## src/rtl/cnn_pkg.sv

```systemverilog
// Shared types and constants for the convolution read path.
package cnn_pkg;

  localparam int unsigned KERNEL     = 3;
  localparam int unsigned STRIDE_MIN = 1;
  localparam int unsigned STRIDE_MAX = 2;
  localparam int unsigned DIM_W      = 12;
  localparam int unsigned STRIDE_W   = 2;
  // Window-end comparisons are done two bits wider so pos+KERNEL+stride never wraps.
  localparam int unsigned CMP_W      = 14;
  localparam int unsigned WIN_CNT_W  = 24;

  typedef enum logic [2:0] {
    StIdle,
    StLoad,
    StIssue,
    StDrain,
    StDone
  } rd_state_e;

  typedef struct packed {
    logic valid;
    logic last;
    logic chlast;
  } rd_tag_t;

  // A config the read sequencer cannot walk: too narrow, no channels, or bad stride.
  function automatic logic cfg_bad(input logic [DIM_W-1:0]    width,
                                   input logic [DIM_W-1:0]    channel,
                                   input logic [STRIDE_W-1:0] stride);
    return (width < DIM_W'(KERNEL)) || (channel == '0) ||
           (stride < STRIDE_W'(STRIDE_MIN)) || (stride > STRIDE_W'(STRIDE_MAX));
  endfunction

  // True when the next step along this dimension would push the kernel past the edge.
  function automatic logic dim_end(input logic [DIM_W-1:0]    pos,
                                   input logic [DIM_W-1:0]    dim,
                                   input logic [STRIDE_W-1:0] stride);
    logic [CMP_W-1:0] reach;
    reach = CMP_W'(pos) + CMP_W'(KERNEL) + CMP_W'(stride);
    return CMP_W'(dim) < reach;
  endfunction

endpackage

```

## src/rtl/rd_tag_pipe.sv

```systemverilog
// Delays each issued window's tag by the BRAM read latency so the flags line up with the data.
module rd_tag_pipe
  import cnn_pkg::*;
#(
  parameter int unsigned RD_LAT = 2
) (
  input  logic clk,
  input  logic rst,
  input  logic load,
  input  logic last,
  input  logic chlast,
  output logic push,
  output logic push_last,
  output logic push_chlast,
  output logic empty
);

  rd_tag_t [RD_LAT-1:0] pipe_q;

  // Shift register of tags; a reset drops anything in flight.
  always_ff @(posedge clk) begin
    if (rst) begin
      pipe_q <= '0;
    end else begin
      for (int i = RD_LAT - 1; i > 0; i--) begin
        pipe_q[i] <= pipe_q[i-1];
      end
      pipe_q[0] <= '{valid: load, last: load & last, chlast: load & chlast};
    end
  end

  // Empty when no stage holds a valid tag.
  always_comb begin
    empty = 1'b1;
    for (int i = 0; i < RD_LAT; i++) begin
      if (pipe_q[i].valid) begin
        empty = 1'b0;
      end
    end
  end

  // The oldest stage is the one whose data is on the BRAM output now.
  always_comb begin
    push        = pipe_q[RD_LAT-1].valid;
    push_last   = pipe_q[RD_LAT-1].last;
    push_chlast = pipe_q[RD_LAT-1].chlast;
  end

endmodule

```

## src/rtl/conv_rd_sched.sv

```systemverilog
// Read sequencer for one 3x3 convolution input pass: walks col/row/channel in step with the
// address generator, throttles on downstream FIFO credits and tags returning reads.
module conv_rd_sched
  import cnn_pkg::*;
#(
  parameter int unsigned RD_LAT     = 2,
  parameter int unsigned FIFO_DEPTH = 8,
  parameter int unsigned CNT_W      = WIN_CNT_W
) (
  input  logic                clk,
  input  logic                rst,
  input  logic                start,
  input  logic [DIM_W-1:0]    cfg_width,
  input  logic [DIM_W-1:0]    cfg_channel,
  input  logic [STRIDE_W-1:0] cfg_stride,
  input  logic                fifo_pop,
  output logic                gen_rst,
  output logic                addr_inc,
  output logic                bram_en,
  output logic                push,
  output logic                push_last,
  output logic                push_chlast,
  output logic                busy,
  output logic                done,
  output logic                err_cfg,
  output logic [CNT_W-1:0]    win_cnt
);

  localparam int unsigned CRED_W = $clog2(FIFO_DEPTH + 1);

  rd_state_e             state_q, state_d;
  logic [DIM_W-1:0]      width_q, channel_q;
  logic [STRIDE_W-1:0]   stride_q;
  logic [DIM_W-1:0]      col_q, row_q, ch_q;
  logic [CRED_W-1:0]     credit_q, credit_d;
  logic [CNT_W-1:0]      win_cnt_q;
  logic                  err_q;

  logic issue;
  logic col_end, row_end, ch_end;
  logic win_chlast, pass_last;
  logic pop_ok;
  logic pipe_empty;
  logic cfg_reject;

  always_comb begin
    issue      = (state_q == StIssue) && (credit_q != '0);
    col_end    = dim_end(col_q, width_q, stride_q);
    row_end    = dim_end(row_q, width_q, stride_q);
    ch_end     = (ch_q == channel_q - DIM_W'(1));
    win_chlast = col_end & row_end;
    pass_last  = win_chlast & ch_end;
    cfg_reject = cfg_bad(width_q, channel_q, stride_q);
    // A returned credit with nothing outstanding has nowhere to go.
    pop_ok     = fifo_pop && (credit_q != CRED_W'(FIFO_DEPTH));
  end

  // State register.
  always_ff @(posedge clk) begin
    if (rst) begin
      state_q <= StIdle;
    end else begin
      state_q <= state_d;
    end
  end

  // Next-state logic.
  always_comb begin
    state_d = state_q;
    case (state_q)
      StIdle:  if (start) state_d = StLoad;
      StLoad:  state_d = cfg_reject ? StDone : StIssue;
      StIssue: if (issue && pass_last) state_d = StDrain;
      StDrain: if (pipe_empty) state_d = StDone;
      StDone:  state_d = StIdle;
      default: state_d = StIdle;
    endcase
  end

  // FSM-decoded outputs.
  always_comb begin
    gen_rst  = rst | (state_q == StLoad);
    addr_inc = issue;
    bram_en  = issue;
    busy     = (state_q == StLoad) || (state_q == StIssue) || (state_q == StDrain);
    done     = (state_q == StDone);
  end

  // Config latch, error flag and saturating issue counter.
  always_ff @(posedge clk) begin
    if (rst) begin
      width_q   <= '0;
      channel_q <= '0;
      stride_q  <= '0;
      err_q     <= 1'b0;
      win_cnt_q <= '0;
    end else begin
      if ((state_q == StIdle) && start) begin
        width_q   <= cfg_width;
        channel_q <= cfg_channel;
        stride_q  <= cfg_stride;
        err_q     <= 1'b0;
        win_cnt_q <= '0;
      end
      if ((state_q == StLoad) && cfg_reject) begin
        err_q <= 1'b1;
      end
      if (issue && (win_cnt_q != '1)) begin
        win_cnt_q <= win_cnt_q + CNT_W'(1);
      end
    end
  end

  // Window position counters, shadowing the address generator step for step.
  always_ff @(posedge clk) begin
    if (rst || (state_q == StLoad)) begin
      col_q <= '0;
      row_q <= '0;
      ch_q  <= '0;
    end else if (issue) begin
      col_q <= col_end ? '0 : col_q + DIM_W'(stride_q);
      if (col_end) begin
        row_q <= row_end ? '0 : row_q + DIM_W'(stride_q);
        if (row_end) begin
          ch_q <= ch_q + DIM_W'(1);
        end
      end
    end
  end

  // Credit next value: issue and accepted pop in the same cycle cancel out.
  always_comb begin
    credit_d = credit_q;
    case ({issue, pop_ok})
      2'b10:   credit_d = credit_q - CRED_W'(1);
      2'b01:   credit_d = credit_q + CRED_W'(1);
      default: credit_d = credit_q;
    endcase
  end

  // Credit register, persisting across passes since the FIFO does.
  always_ff @(posedge clk) begin
    if (rst) begin
      credit_q <= CRED_W'(FIFO_DEPTH);
    end else begin
      credit_q <= credit_d;
    end
  end

  rd_tag_pipe #(
    .RD_LAT (RD_LAT)
  ) u_tag_pipe (
    .clk         (clk),
    .rst         (rst),
    .load        (issue),
    .last        (pass_last),
    .chlast      (win_chlast),
    .push        (push),
    .push_last   (push_last),
    .push_chlast (push_chlast),
    .empty       (pipe_empty)
  );

  assign err_cfg = err_q;
  assign win_cnt = win_cnt_q;

endmodule

```

## config.mk

```make
export PLATFORM = sky130hd
export DESIGN_NAME = conv_rd_sched
export DESIGN_NICKNAME = d
export VERILOG_FILES = /design/src/rtl/cnn_pkg.sv /design/src/rtl/rd_tag_pipe.sv /design/src/rtl/conv_rd_sched.sv
export SDC_FILE = /design/constraint.sdc
export NUM_CORES = 1
export LEC_CHECK = 0
export ABC_AREA = 1
export BUFFER_PORTS_ARGS = -buffer_cell sky130_fd_sc_hd__buf_2
export CORE_UTILIZATION = 45
export DETAILED_ROUTE_END_ITERATION = 7
export PLACE_DENSITY = 0.67
export SYNTH_ARGS = -nofsm -noshare
export SYNTH_HDL_FRONTEND = slang
export SYNTH_SLANG_ARGS = --single-unit
```

## constraint.sdc

```tcl
create_clock -name clk -period 4.95 [get_ports clk]
set_input_delay 0.495 -clock clk [delete_from_list [all_inputs] [get_ports clk]]
set_output_delay 0.495 -clock clk [all_outputs]
set_load 0.02 [all_outputs]
```

# After elaboration in Yosys (flattened, before gate mapping)
# Cells that the tools add are included.
# op_classes
addsub	11
n_lt_le_gt_ge	5
n_eq_ne	12
muxes	14
bitwise_logic	5
n_reduce_logical	21
# ops
operator	count
$mux 24	2
$add 13x2->14	2
$lt 12x14->1	2
$add 12x2->13 const B	2
$add 12x2->12	2
$add 24x1->24 const B	1
$mux 12	2
$ne 24x24->1 const B	1
$add 12x1->12 const B	1
$eq 12x12->1	1
$logic_not 12->1	1
$lt 12x2->1 const B	1
$mux 3	4
$pmux 3 s4	1
$sub 12x1->12 const B	1
$pmux 4 s2	1
$eq 3x2->1 const B	2
$logic_and 1x1->1	6
$logic_or 1x1->1	6
$reduce_and 3->1	2
$reduce_bool 2->1	3
$add 4x1->4 const B	1
$and 1x1->1	4
$mux 1	4
other kinds (14)	15
# word_totals
ff_bits	100
in_bits	30
output_inout_bits	33
elab_cells	84

# Longest topological paths before layout
# Gate-level depths: netlist of run 1.
# depth
ltp_word	8
depth_mapped	25
depth_no_buf	25

# By module
# Synthesis of run 1 repeated with hierarchy kept, for this count alone.
# hier_totals
hier_cells	914
area_unflattened_um2	6314.8
# modules_own_cells
module	n_inst	cells_each	area_each_um2	seq_area_each_um2
conv_rd_sched	1	895	6145.9	1881.8
rd_tag_pipe	1	19	168.9	120.1

# Worst setup path after synthesis of run 1
# OpenSTA, ideal clock, no wires.
# synth_path
path_type	reg2reg
from	register stride_q[1]
to	register row_q[6]
setup_ns	0.128
arrival_time_ns	3.150
required_ns	4.822
setup_slack_ns	1.672
stages_incl_launch_ff	25
n_path_buf	0
synth_period_minus_slack_ns	3.278
cell_sequence	dfxtp_1 -> inv_1 -> ha_1 -> inv_1 -> ha_1 -> fa_1 -> inv_1 -> nor3_1 -> nand3_1 -> xor2_1 -> ha_1 -> nand2_1 -> inv_1 -> nand2_1 -> nand2_1 -> nand3_1 -> nand2_1 -> clkinv_2 -> nand2_4 -> nor2_8 -> inv_4 -> nand2_2 -> inv_1 -> o21ai_1 -> a22oi_1
# synth_between
elab_chain_cells	3
elab_cells_between_ends	7
cone_classes	add/sub: 3; order compare: 2; mux: 1; reduce/logical: 1
# synth_rtl
element	line_no	source
from (decl)	conv_rd_sched.sv:33	logic [STRIDE_W-1:0] stride_q;
from (signal assigned)	conv_rd_sched.sv:101	stride_q <= cfg_stride;
$add 13x2->14	cnn_pkg.sv:40	reach = CMP_W'(pos) + CMP_W'(KERNEL) + CMP_W'(stride);
$lt 12x14->1	cnn_pkg.sv:41	return CMP_W'(dim) < reach;
$mux 12 or $reduce_and 2->1 (tied branches)	-	
to (signal assigned)	conv_rd_sched.sv:123	row_q <= row_end ? '0 : row_q + DIM_W'(stride_q);
to (decl)	conv_rd_sched.sv:34	logic [DIM_W-1:0] col_q, row_q, ch_q;
# Several ways; a longest one is shown, not always the timed one.
# A chain may end at the register's enable or synchronous reset.

# Final worst setup path of run 1
# Same ends and word-level chain as after synthesis.

==> flow_metrics.tcl, run 1 <==
set metrics [dict create \
    cellLeakagePower_nw 3.04 \
    dp_worst_setup_slack_ps 1310 \
    pwr-share-comb_pct 29.6 \
    critical_path.slowest_cell "sky130_fd_sc_hd__dfxtp_1" \
    initial_core_util_pct 46.0 \
    grt_first_pass_wirelength_microns 23800 \
    synth_area_per_cell_sq_um 6.96 \
    critical_path_class "reg2reg" \
    post-route-drc-count 0 \
    power_report.internal_total_mw 1.46 \
    crit_arrival_ps 3880 \
    syn_to_final_growth_pct 12.1 \
    port-buffer-count 62 \
    drive_above_1_share_pct 12.5 \
    cp.required_ps 5180 \
    detail-route-antenna-nets 0 \
    cts_tree "done" \
    slew_hr_pct 62.2 \
    maxCapViolCount 0 \
    mappedNetlistNets 950 \
    power.share.switching_pct 35.4 \
    vdd.ir_drop.worst_v 0.000201 \
    whs_ps 417 \
    track_usage_pct 20.8 \
    cts_setup_buffers 0 \
    final_hold_violations 0 \
    clockPowerShare_pct 29.7 \
    ys_types 44 \
    critical_path.endpoint_type "flop" \
    num_antenna_cells 0 \
    grt_max_degree 31 \
    wl_per_cell_microns 12.4 \
    placeableCoreArea_sq_um 13200 \
    ctsHoldBuffers 0 \
    m1WireLength_microns 6970 \
    clock_latency_ps 350 \
    yosysTopAreaCellShare_pct 32.9 \
    run_status "completed" \
    highest-signal-layer "met4" \
    async_reset_ff_share_pct 0 \
    p_total_mw 2.26 \
    max_freq_mhz 274 \
    synth.top_cells.by_count "177 x sky130_fd_sc_hd__nand2_1, 132 x sky130_fd_sc_hd__inv_1, 100 x sky130_fd_sc_hd__dfxtp_1" \
    cts.clk_slew.worst_paths_ps 70 \
    synth_most_common_cell "sky130_fd_sc_hd__nand2_1" \
    cp.buffers_inverters 7 \
    cts_htree_levels 3 \
    post-dp-hpwl_microns 10500 \
    synth_area_leader_cell "sky130_fd_sc_hd__dfxtp_1" \
    numCtsBuffers 9 \
    timing.critical_path.max_delay_family "simple AND/OR/NAND/NOR gates" \
    min_period_over_period_pct 73.8 \
    worst_pin_slew_ps 565 \
    cts.sink_count 100 \
    root_buffer "sky130_fd_sc_hd__clkbuf_16" \
    synth_flop_cell "sky130_fd_sc_hd__dfxtp_1" \
    synth_sequential_area_ratio_pct 32.9 \
    ys_ff_latch 100 \
    met3_length_microns 532 \
    synth.top_cells.by_area "sky130_fd_sc_hd__dfxtp_1 33%, sky130_fd_sc_hd__nand2_1 11%, sky130_fd_sc_hd__ha_1 8.2%" \
    timing_max_transition_violations_final 0 \
    category_of_the_worst_setup_path_launch_point "flop" \
    timing.final.crit_period_ps 3650 \
    drt-initial-drc-count 385 \
    synth_area_sq_um 6090 \
    number_of_vias_per_cell_after_detailed_routing 4.92 \
    critPathMaxFanout 8 \
    final_critical_path_setup_slack_ps 1300 \
    wl_microns 13800 \
    first_global_vias 5141 \
    cts-root-to-sink-buffers 2 \
    finalClockSkew_ps 9.86 \
    wl_met2_microns 6230 \
    power.net_switching_uw 799 \
    utilization_pct 51.5 \
    die_x_microns 118 \
    setup_tns_ps 0 \
    power.share.sequential_pct 40.7 \
    die-area_sq_um 14000 \
    crit_chain "inv_1 -> ha_1 -> inv_1 -> ha_1 -> fa_1 -> inv_1 -> nor3_1 -> nand3_1 -> xor2_1 -> ha_1 -> nand2_1 -> inv_1 -> nand2_1 -> nand2_1 -> nand3_1 -> nand2_1 -> clkinv_2 -> nand2_4 -> nor2_8 -> inv_4 -> nand2_2 -> inv_1 -> o21ai_1 -> a22oi_1" \
    cts_resized 0 \
    cpPeakStageDelay_ps 460 \
    drtPass1Iterations 5 \
    std_cell_rows 42 \
    crit_top_cell "sky130_fd_sc_hd__inv_1" \
    place_congestion 0.829 \
    finalSetupViolations 0 \
    syn_inst 875 \
    io_pins 63 \
    via_count 5479 \
    globalRouteOverflowTotal 0 \
    synth_edf_count 0 \
    number_of_warnings_issued_by_yosys 0 \
    total_number_of_nets_in_the_final_design 1007 \
    grt_antenna_before_repair 0 \
    die-height_microns 118 \
    power_per_cell_area_nw_per_um2 331 \
    rsz0062_at_grt "no" \
    worstHoldPathType "reg2reg" \
]
==> metal layers <==
layer | vias up | GRT usage, %
li1 | 2922 | -
met1 | 2445 | 27.7
met2 | 106 | 34.4
met3 | 6 | 4.73
met4 | 0 | 4.17
met5 | - | 0
==> worst paths after layout <==
kind,start,end,slack [ps],cells after the start
setup / recovery,stride_q[1],row_q[6],1300,24
hold / removal,u_tag_pipe.pipe_q[0],u_tag_pipe.push_chlast,420,2
setup reg to reg,stride_q[1],row_q[6],1300,24
hold reg to reg,u_tag_pipe.pipe_q[0],u_tag_pipe.push_chlast,420,2
==> registers in the layout (all words and copies together), names as in the netlist <==
register / cells
row_q: 12
credit_q: 4
ch_q: 12
channel_q: 12
width_q: 12
u_tag_pipe.pipe_q: 3
col_q: 12
u_tag_pipe.push: 1
win_cnt: 24
u_tag_pipe.push_last: 1
u_tag_pipe.push_chlast: 1
stride_q: 2
state_q: 3
err_cfg: 1
==> cell type report <==
cell class              instances  area (sq um)
fillers                      1366          6420
multi-input cells             619          3480
flip-flops and latches        100          2000
inverters                     138           522
repair buffers                 64           325
clock buffers                  12           246
well taps                     176           220
clock inverters                 4          32.5
==> stage by stage <==
| stage | cells | area (sq um) |
|---|---|---|
| after floorplan | 875 | 6090 |
| after global placement | 1097 | 6550 |
| after detailed placement | 1097 | 6550 |
| after CTS | 1113 | 6830 |
| after global routing | 1113 | 6830 |
| final | 1113 | 6830 |
==> layout by cell type, fill, tap and decap left out, types with 2 or more instances in the layout <==
cell type	count
sky130_fd_sc_hd__ha_1	40
sky130_fd_sc_hd__nor3_1	22
sky130_fd_sc_hd__dfxtp_1	100
sky130_fd_sc_hd__nand2_1	177
sky130_fd_sc_hd__o21ai_0	55
sky130_fd_sc_hd__nand3_2	4
sky130_fd_sc_hd__nand4_1	12
sky130_fd_sc_hd__fa_1	5
sky130_fd_sc_hd__nor2_1	88
sky130_fd_sc_hd__nand2_4	4
sky130_fd_sc_hd__buf_4	2
sky130_fd_sc_hd__inv_1	132
sky130_fd_sc_hd__nor2_2	8
sky130_fd_sc_hd__inv_2	4
sky130_fd_sc_hd__nand3_1	42
sky130_fd_sc_hd__a21o_1	2
sky130_fd_sc_hd__or2_2	3
sky130_fd_sc_hd__clkbuf_1	2
sky130_fd_sc_hd__nand3b_1	3
sky130_fd_sc_hd__o21ai_1	3
sky130_fd_sc_hd__xnor2_1	7
sky130_fd_sc_hd__nor4_1	2
sky130_fd_sc_hd__o21a_1	5
sky130_fd_sc_hd__a21oi_1	78
sky130_fd_sc_hd__xor2_1	26
sky130_fd_sc_hd__nor2_4	3
sky130_fd_sc_hd__nor3b_1	5
sky130_fd_sc_hd__a211oi_1	5
sky130_fd_sc_hd__clkbuf_16	9
sky130_fd_sc_hd__buf_2	62
sky130_fd_sc_hd__clkinvlp_4	2
sky130_fd_sc_hd__nand2_2	7
sky130_fd_sc_hd__and3_1	2
==> power by group through the flow <==
stage	sequential (mW)	combinational [mW]	clock (mW)
after floorplan	0.925	0.528	0
final	0.919	0.667	0.670
after detailed placement	0.937	0.669	0
after CTS	0.920	0.672	0.689
after global placement	0.938	0.656	0
after global routing	0.928	0.786	0.720
==> worst min-delay path, delay by kind of cell (launching register included) <==
family	cells	cell delay [ps]
flip-flops	1	300
buffers and inverters	1	40
AND/OR/NAND/NOR	1	30
==> kinds of logic (layout without fill, tap and decap cells) <==
logic type	count (synthesis)	count (layout)	share of synthesized area (%)
AOI/OAI and AO/OA	157	157	14.0
adders and majority gates	45	45	9.86
buffers and inverters	156	218	10.1
xor gates and xnor gates	33	33	4.75
DFF	100	100	32.9
and+or+nand+nor	384	384	28.4
No activity file was read; power rests on OpenSTA's default activity.
==> inputs of run 2 (changes only) <==
--- a/config.mk
+++ b/config.mk
@@ -5,7 +5,7 @@
 export SDC_FILE = /design/constraint.sdc
 export NUM_CORES = 1
 export LEC_CHECK = 0
-export ABC_AREA = 1
+export ABC_AREA = 0
 export BUFFER_PORTS_ARGS = -buffer_cell sky130_fd_sc_hd__buf_2
 export CORE_UTILIZATION = 45
 export DETAILED_ROUTE_END_ITERATION = 7
==> constraint.sdc (replaced) <==
create_clock -name clk -period 3.7 [get_ports clk]
set_input_delay 0.37 -clock clk [delete_from_list [all_inputs] [get_ports clk]]
set_output_delay 0.37 -clock clk [all_outputs]
set_load 0.02 [all_outputs]
==> flow_metrics.tcl, run 2 <==
set metrics [dict create \
    timing.critical_path.max_delay_family "adder cells" \
    synth_simple_gate_area_share_pct 25.8 \
    synth.top_cells.by_area "sky130_fd_sc_hd__dfxtp_1 34%, sky130_fd_sc_hd__ha_1 8.4%, sky130_fd_sc_hd__nand2_1 6.0%" \
    critical_path.endpoint_type "flop" \
    die_x_microns 117 \
    synthMuxAreaShare_pct 1.72 \
    syn_to_final_growth_pct 14.9 \
    instances_no_fill 962 \
    timing_max_transition_violations_final 0 \
    ys_types 67 \
    crit_chain "inv_1 -> ha_1 -> inv_1 -> ha_2 -> fa_2 -> nand3_4 -> nor2_1 -> xnor2_1 -> ha_1 -> a211o_1 -> a21oi_2 -> a31oi_4 -> or2_4 -> or4_1 -> a21oi_2" \
    cellLeakagePower_nw 2.68 \
    num-fill-cells 1204 \
    placed_area_sq_um 6420 \
    post-route-cell-area_sq_um 6840 \
    cts.sink_count 100 \
    yosys.area_share.adder_pct 10.1 \
    drive_above_1_share_pct 15.8 \
    slew_hr_pct 36.6 \
    synth_edf_count 0 \
    numCtsBuffers 9 \
    place_inst 942 \
    track_usage_pct 21.6 \
    min_period_over_period_pct 96.8 \
    cp.buffers_inverters 2 \
    root_buffer "sky130_fd_sc_hd__clkbuf_16" \
    io_pins 63 \
    number_of_warnings_issued_by_yosys 0 \
    initial_core_util_pct 46.6 \
    largest_family_of_logic_cells_by_synthesized_area "simple AND/OR/NAND/NOR gates" \
    std_cell_rows 41 \
    final_common_cell "sky130_fd_sc_hd__dfxtp_1" \
    via_count 5358 \
    synth_flop_cell "sky130_fd_sc_hd__dfxtp_1" \
    grt_max_degree 53 \
    grt_first_pass_wirelength_microns 23200 \
    final_critical_path_setup_slack_ps 120 \
    number_of_vias_per_cell_after_detailed_routing 5.57 \
    die-area_sq_um 13700 \
    finalSetupViolations 0 \
    largest_register_ff_count 24 \
    crit_arrival_ps 3880 \
    critical_path_class "reg2reg" \
    commonest_cells_after_routing_fill_and_taps_aside "97 x sky130_fd_sc_hd__dfxtp_1, 95 x sky130_fd_sc_hd__nand2_1, 65 x sky130_fd_sc_hd__a21oi_1" \
    grt_antenna_before_repair 1 \
    wl_per_cell_microns 14.7 \
    die-height_microns 117 \
    cts_htree_levels 3 \
    synth_most_common_cell "sky130_fd_sc_hd__dfxtp_1" \
    first_global_vias 4903 \
    maxCapViolCount 0 \
    yosysTopAreaCellShare_pct 33.6 \
    cts_tree "done" \
    post-dp-hpwl_microns 10100 \
    cpPeakStageDelay_ps 540 \
    run_status "completed" \
    synth_area_leader_cell "sky130_fd_sc_hd__dfxtp_1" \
    drtPass1Iterations 5 \
    total_number_of_nets_in_the_final_design 859 \
    clock_latency_ps 360 \
    cp.required_ps 4000 \
    synth_area_sq_um 5960 \
    worstHoldPathType "in2reg" \
    ys_ff_latch 100 \
    drt-initial-drc-count 328 \
    worst_pin_slew_ps 952 \
    syn_inst 734 \
    vdd.ir_drop.worst_v 0.000359 \
    critPathMaxFanout 8 \
    placeableCoreArea_sq_um 12800 \
    ctsHoldBuffers 0 \
    synth_sequential_area_ratio_pct 33.6 \
    area_fraction_in_compound_gates_after_synthesis_pct 15.1 \
    dp_worst_setup_slack_ps 9.94 \
    finalClockSkew_ps 10.5 \
    cts.clk_slew.worst_paths_ps 70 \
    post-route-drc-count 0 \
    async_reset_ff_share_pct 0 \
    setup_tns_ps 0 \
    final_hold_violations 0 \
    place_congestion 0.850 \
    yosys.area_share.xor_xnor_pct 8.68 \
    detail-route-antenna-nets 0 \
    power_per_cell_area_nw_per_um2 400 \
    timing.final.crit_period_ps 3580 \
    cts-root-to-sink-buffers 2 \
    synth.top_cells.by_count "100 x sky130_fd_sc_hd__dfxtp_1, 95 x sky130_fd_sc_hd__nand2_1, 71 x sky130_fd_sc_hd__a21oi_1" \
    mappedNetlistNets 809 \
    wl_microns 14200 \
    critical_path.slowest_cell "sky130_fd_sc_hd__or4_1" \
    synth_area_per_cell_sq_um 8.11 \
    category_of_the_worst_setup_path_launch_point "flop" \
    port-buffer-count 62 \
    max_freq_mhz 279 \
    globalRouteOverflowTotal 0 \
]
==> run 2: cell types whose count changed after synthesis, sizes merged, moves of 12 or more <==
| cell | before | now |
|---|---|---|
| xnor2 | 7 | 33 |
| nand2 | 188 | 95 |
| or4 | 0 | 12 |
| o31ai | 0 | 12 |
| nor2 | 100 | 63 |
| nand3 | 46 | 32 |
| o21ai | 59 | 13 |
| inv | 137 | 37 |
==> run 2: logic make-up (layout without fill, tap and decap cells) <==
kind of cell    count (synthesis)  in the layout
fa+ha+maj                      45             45
xor+xnor                       59             59
buf+inv                        74            127
other cells                     0              1
compound gates                141            141
simple gates                  305            307
flops                         100            100
mux                            10             10
==> run 2: path summary, 6_finish.rpt <==
check	start	to	slack, ps	depth (start not counted)
worst max-delay path	stride_q[1]	ch_q[11]	120	15
worst min register to register	u_tag_pipe.pipe_q[0]	u_tag_pipe.push_chlast	440	1
worst min-delay path	cfg_width[0]	width_q[0]	240	3
worst max register to register	stride_q[1]	ch_q[11]	120	15
==> run 2: power breakdown <==
group	internal (mW)	switching [mW]
clock network	0.534	0.441
registers	1.12	0.0538
logic	0.261	0.321
==> run 2: cell type report <==
type	instances	area (sq um)	share of cell area (%)
diodes	1	2.50	0.0366
clock buffers	9	225	3.29
clock inverters	7	82.6	1.21
inverters	37	139	2.03
multi-input cells	562	3750	54.9
flip-flops and latches	100	2010	29.3
well taps	172	215	3.15
repair buffers	74	417	6.09
==> run 2: repair_timing <==
item | 4_1_cts | 5_1_grt
setup endpoints to repair | 0 | 37
hold endpoints to repair | 0 | 0
buffers inserted | 0 | 1
gates resized for setup | 0 | 23
==> run 2: tightest hold or removal path, cell delays in order <==
cell and delay (ps):
sky130_fd_sc_hd__buf_2 100, sky130_fd_sc_hd__nand2_1 50, sky130_fd_sc_hd__a21oi_1 50
==> run 2: routing by layer <==
metal  GRT usage (%)  vias up  wire length [microns]
li1                -     2684                      -
met1            26.9     2535                   6440
met2            36.4      120                   6790
met3            6.08       19                    751
met4            6.67        0                    195
met5               0        -                      0
==> run 2: through the flow <==
stage	total power [mW]	utilization (%)	hold slack (ps)
after floorplan	1.62	-	414
after global placement	1.74	50.2	427
after detailed placement	1.76	50.2	435
after CTS	2.74	52.6	228
after global routing	2.89	53.5	233
final	2.74	53.6	242
